$ cat src/rtl/timer_pkg.sv
`default_nettype none
// ============================================================================
//  Module      : timer_pkg
//  Description : Platform timing constants shared by the timer block, plus
//                a helper that sizes a divider counter for a given period.
//                CLOCK_SPEED is the input clock rate in Hz; CPU_SPEED is the
//                CPU instruction tick rate in Hz.
//  Revision    : 1.0  initial release
// ============================================================================
package timer_pkg;

    localparam int c_CLOCK_SPEED = 100000;
    localparam int c_CPU_SPEED   = 500;
    localparam int c_SLOW_RATE   = 60;

    // Counter width for a modulo-PERIOD counter; never narrower than 1 bit so
    // that a PERIOD of 1 still has a legal (constant-zero) register.
    function automatic int count_width(input int period);
        return (period > 1) ? $clog2(period) : 1;
    endfunction

endpackage : timer_pkg
`default_nettype wire

$ cat src/rtl/tick_divider.sv
`default_nettype none
// ============================================================================
//  Module      : tick_divider
//  Description : Free-running modulo-PERIOD counter producing a one-cycle
//                tick whenever the count is zero. The count powers up at zero,
//                so the block works with or without a reset ever applied.
//  Ports       : clk  - rising-edge clock
//                rst  - synchronous active-high reset; forces count to 0 and
//                       masks the tick while asserted
//                tick - combinational pulse, high for one cycle per PERIOD
//  Revision    : 1.0  initial release
// ============================================================================
module tick_divider
    import timer_pkg::*;
#(
    parameter int PERIOD = 2
) (
    input  logic clk,
    input  logic rst,
    output logic tick
);

    localparam int                 c_WIDTH = count_width(PERIOD);
    localparam logic [c_WIDTH-1:0] c_LAST  = c_WIDTH'(PERIOD - 1);
    localparam logic [c_WIDTH-1:0] c_ONE   = c_WIDTH'(1);

    if (PERIOD < 1) begin : g_bad_period
        $error("tick_divider: PERIOD must be at least 1");
    end

    // Declaration initialiser gives the power-up value without needing rst.
    logic [c_WIDTH-1:0] r_count = '0;

    // With PERIOD = 1 c_LAST is 0, so the wrap branch holds the count at 0.
    always_ff @(posedge clk) begin
        if (rst) begin
            r_count <= '0;
        end else if (r_count == c_LAST) begin
            r_count <= '0;
        end else begin
            r_count <= r_count + c_ONE;
        end
    end

    // Gated with rst so the first cycle after release (count already 0)
    // reports the tick, while reset cycles report nothing.
    assign tick = (r_count == '0) && !rst;

endmodule : tick_divider
`default_nettype wire

$ cat src/rtl/timer.sv
`default_nettype none
// ============================================================================
//  Module      : timer
//  Description : Derives two independent tick streams from the system clock:
//                a CPU instruction tick at CPU_SPEED Hz and a 60 Hz tick for
//                the delay and sound timers. Both dividers restart together
//                on reset, so both ticks assert on the first free cycle.
//  Ports       : clk             - rising-edge clock (CLOCK_SPEED Hz)
//                rst             - synchronous active-high reset
//                timer_cpu_tick  - one-cycle pulse at CPU_SPEED Hz
//                timer_60hz_tick - one-cycle pulse at 60 Hz
//  Revision    : 1.0  initial release
// ============================================================================
module timer
    import timer_pkg::*;
#(
    parameter int CLOCK_SPEED = c_CLOCK_SPEED,
    parameter int CPU_SPEED   = c_CPU_SPEED
) (
    input  logic clk,
    input  logic rst,
    output logic timer_cpu_tick,
    output logic timer_60hz_tick
);

    // Truncating division: the tick rate rounds up slightly when the clock
    // is not an exact multiple, with no drift correction.
    localparam int c_PER_CPU = CLOCK_SPEED / CPU_SPEED;
    localparam int c_PER_60  = CLOCK_SPEED / c_SLOW_RATE;

    if (c_PER_CPU < 1 || c_PER_60 < 1) begin : g_bad_rates
        $error("timer: CLOCK_SPEED too low for the requested tick rates");
    end

    tick_divider #(
        .PERIOD (c_PER_CPU)
    ) u_cpu_div (
        .clk  (clk),
        .rst  (rst),
        .tick (timer_cpu_tick)
    );

    tick_divider #(
        .PERIOD (c_PER_60)
    ) u_60hz_div (
        .clk  (clk),
        .rst  (rst),
        .tick (timer_60hz_tick)
    );

endmodule : timer
`default_nettype wire

$ cat config.mk
export PLATFORM = sky130hd
export DESIGN_NAME = timer
export DESIGN_NICKNAME = d
export VERILOG_FILES = /design/src/rtl/timer_pkg.sv /design/src/rtl/tick_divider.sv /design/src/rtl/timer.sv
export SDC_FILE = /design/constraint.sdc
export NUM_CORES = 1
export LEC_CHECK = 0
export BUFFER_PORTS_ARGS = -buffer_cell sky130_fd_sc_hd__buf_2
export CAP_MARGIN = 20
export CORE_MARGIN = 4
export CORE_UTILIZATION = 45
export CTS_BUF_LIST = sky130_fd_sc_hd__clkbuf_4 sky130_fd_sc_hd__clkbuf_8 sky130_fd_sc_hd__clkbuf_16
export CTS_CLUSTER_SIZE = 25
export DETAILED_ROUTE_END_ITERATION = 10
export SLEW_MARGIN = 20
export SYNTH_ARGS = -nofsm -noshare
export SYNTH_HDL_FRONTEND = slang
export SYNTH_HIERARCHICAL = 1
export SYNTH_SLANG_ARGS = --single-unit
$ cat constraint.sdc
create_clock -name clk -period 3.1 [get_ports clk]
set_input_delay 0.31 -clock clk [delete_from_list [all_inputs] [get_ports clk]]
set_output_delay 0.31 -clock clk [all_outputs]
set_load 0.005 [all_outputs]
# After elaboration in Yosys (flattened, before gate mapping)
# Cells that the tools add are included.
[totals]
register_bits = 19
elab_cells = 13
out_inout_bits = 2
input_bits = 2
[classes]
eq_ne = 2
n_reduce_logical = 7
addsub = 2
[ops]
columns = ["operator", "count"]
rows = [
  ["adder 11 x 1 -> 11 bit (second input constant)", 1],
  ["equality test 11 bit (second input constant)", 1],
  ["logical NOT 11 bit", 1],
  ["adder 8 x 1 -> 8 bit (second input constant)", 1],
  ["equality test 8 bit (second input constant)", 1],
  ["logical NOT 8 bit", 1],
  ["OR reduction 2 bit", 2],
  ["logical AND 1 bit", 2],
  ["logical NOT 1 bit", 1],
]

# Logic depth before layout (Yosys ltp)
[depth]
ltp_word = 2
mapped_depth = 6
mapped_depth_nobuf = 5

# By module
# The synthesis kept the hierarchy.
[modules_own_cells]
columns = ["mod", "cells_each", "area_per_inst_um2", "seq_area_each_um2", "instances"]
rows = [
  ["tick_divider (u_60hz_div)", 61, 548.0, 220.2, 1],
  ["tick_divider (u_cpu_div)", 42, 379.1, 160.2, 1],
]

# Worst setup path after synthesis
# OpenSTA, ideal clock, no wires.
[synth_path]
path_kind = "register to output"
startpoint = "register u_60hz_div.r_count[0]"
endpoint = "output timer_60hz_tick"
n_path_buf = 0
path_slack_ps = 1520
arrival_ps = 1270
required_time_ps = 2790
stages_incl_launch_ff = 5
cell_sequence = "dfxtp_1 -> inv_1 -> ha_1 -> or4b_2 -> nor3_1"
[synth_via]
elab_chain_cells = 2
[synth_lines]
columns = ["item", "line", "rtl"]
rows = [
  ["from (decl)", "tick_divider.sv:32", "logic [c_WIDTH-1:0] r_count = '0;"],
  ["from (signal assigned)", "tick_divider.sv:41", "r_count <= r_count + c_ONE;"],
  ["logical NOT 11 bit", "tick_divider.sv:47", "assign tick = (r_count == '0) && !rst;"],
  ["logical AND 1 bit", "tick_divider.sv:47", ""],
  ["to (decl)", "timer.sv:23", "output logic timer_60hz_tick"],
]
# No other way between the ends.

# Worst setup path in the final report
# Ends and elaborated chain as after synthesis.

==> impl_metrics.csv <==
group,metric,value,unit
timing,tightest_slew,0.3697,ns
timing,finalCritPeriodShare,0.6513,
job,cap_violations,0,
critical_path,crit_fanout,7,
timing,max_freq,495.3,MHz
timing,maxSlewHeadroom,0.7513,
synth,syn_nets,111,
routing,wl_per_cell,11.95,um
routing,vias_per_cell,5.529,
synth,synth.distinct_cells,27,
cts,post-cts-setup-buffer-count,0,
timing,grt_setup_unrepaired,"no",
global_routing,grt-ovfl-total,0,
timing,setup_viol,0,
routing,final_antenna_net_count,0,
global_routing,grt.total_usage,0.1474,
floorplanning,ioPinCount,4,
routing,vias,752,
routing,drc,0,
placed_design,postPlaceCellArea,970.9,sq um
cts,hold_buffers,0,
layout,layout_commonest_cell,"dfxtp_1",
layout,stdcell_count,136,
cts,cts_buffer_depth,2,
floorplanning,initial_core_util,0.4726,
floorplanning,rows,16,
placed_design,hpwlAfterDp,1171,um
global_routing,grt_max_degree,12,
global_routing,grt_antenna_before_repair,0,
placed_design,dp_cells,132,
cts,cts.reportedPaths.clkPinSlew,0.10,ns
floorplanning,coreArea,1962,sq um
placed_design,dp_slack,1.393,ns
synth,synth_top_area_cell,"dfxtp_1",
routing,drt_iter0_markers,22,
synth,syn_area_per_cell,9.001,sq um
synth,synth_seq_cells,19,
timing,final.setup.tns,0,ns
layout,antenna_cells,0,
cts,cts_sinks,19,
routing,first_pass_iters,4,
cts,cts_buffers,3,
timing,finalHoldViolations,0,
timing,period_minus_slack,2.019,ns
cts,cts_root_buf,"clkbuf_4",
timing,holdWs,0.2636,ns
global_routing,first_global_vias,663,
synth,seq_area_frac_synth,0.4103,
critical_path,cp.arrival,1.71,ns
floorplanning,die_width,53.39,um
cts,h-tree-depth,1,
synth,synth_area_leaders,"dfxtp_1, ha_1, nor2_1",
layout,final_cell_mix,"dfxtp_1, nor2_1, o21ai_0, a21oi_1",
layout,utilization,0.5102,
layout,fin_area,1001,sq um
timing,finalWorstSetupSlack,1.081,ns
layout,fillers,222,
synth,syn_inst,103,
critical_path,worstSetupPathType,"reg -> out",
power,power_density,423.7,nW/um^2
critical_path,cp-start-kind,"register",
global_routing,grt_pass1_wl,2994,um
placed_design,gp_congestion,0.8168,
run_status,status,"complete, no violations",
layout,syn2layout_area_growth,7.962,%
cts,cts_tree,"yes",
floorplanning,die_h,53.39,um
critical_path,crit_path_end_kind,"output pin",
placed_design,io_buffer_count,3,
cts,cts_resized,0,
critical_path,worst_ep_required_time,2.79,ns
power,power_leakage,0.3574,nW
cts,worstSkewPairLatency,0.29,ns
routing,wl,1625,um
layout,drive_gt1_frac,0.1743,
timing,drv_slew,0,
floorplanning,dieArea,2850,sq um
timing,fin_skew,0.002682,ns
synth,synth_warnings,6,
layout,nets,118,
synth,synth_top_area_frac,0.4103,
power,vdd_drop_max,229.7,uV
power,power,424.1,uW
synth,synthesis.area,927.1,sq um
hold_path,worstHoldPathType,"in -> reg",
==> cells by family after synthesis <==
logic type,count (synthesis),synth area share
buffers and inverters,7,0.02968
DFF,19,0.4103
AOI/OAI and AO/OA,20,0.1322
and+or+nand+nor,45,0.2902
adders and majority gates,6,0.08097
xor gates and xnor gates,6,0.05668
==> registers in the layout (all words and copies together), names as in the netlist <==
| register | flops |
|---|---|
| u_60hz_div/r_count | 11 |
| u_cpu_div/r_count | 8 |
==> worst max-delay path, cell delays in order (launching register included) <==
cell,delay [ns]
dfxtp_1,0.38
inv_1,0.08
ha_1,0.13
or4b_2,0.57
nor3_1,0.13
buf_2,0.13
==> report_power, final <==
| part | switching, mW | leakage, nW | internal, mW |
|---|---|---|---|
| sequential | 0.00974 | 0.154 | 0.251 |
| combinational | 0.0172 | 0.185 | 0.0156 |
| clock | 0.0721 | 0.0184 | 0.0588 |
| total | 0.0990 | 0.357 | 0.325 |
==> synthesized netlist by cell type (all sizes together) <==
master / instances
or4: 2
dfxtp: 19
xnor2: 2
buf: 1
nor4: 1
o31ai: 2
xor2: 4
nor2: 11
inv: 6
ha: 6
a21oi: 9
a31o: 1
nand2: 5
nor3: 2
o21ai: 7
nand4: 6
nand3: 7
o21bai: 1
or3: 8
and4: 1
or4b: 2
==> path summary, 6_finish.rpt <==
kind / depth (start not counted) / end / slack (ns) / from
hold reg to reg: 1 / u_cpu_div/r_count[0] / 0.50 / u_cpu_div/r_count[0]
setup / recovery: 5 / timer_60hz_tick / 1.08 / u_60hz_div/r_count[0]
hold / removal: 2 / u_cpu_div/r_count[5] / 0.26 / rst
setup reg to reg: 4 / u_60hz_div/r_count[10] / 1.55 / u_60hz_div/r_count[0]
==> cell type report <==
cell class | count | area (sq um) | area share
multi-input combinational | 77 | 519.2 | 0.5188
sequential | 19 | 380.4 | 0.3800
tap | 27 | 33.78 | 0.03375
clock buffer | 4 | 30.03 | 0.03000
inverter | 6 | 22.52 | 0.02250
timing repair buffer | 3 | 15.01 | 0.01500
==> layer usage <==
layer | wire length [um] | GRT usage
met4 | 31 | 0.07660
met3 | 87 | 0.05070
met1 | 798 | 0.2024
met2 | 706 | 0.1980
met5 | 0 | 0
No activity file was read; power rests on OpenSTA's default activity.
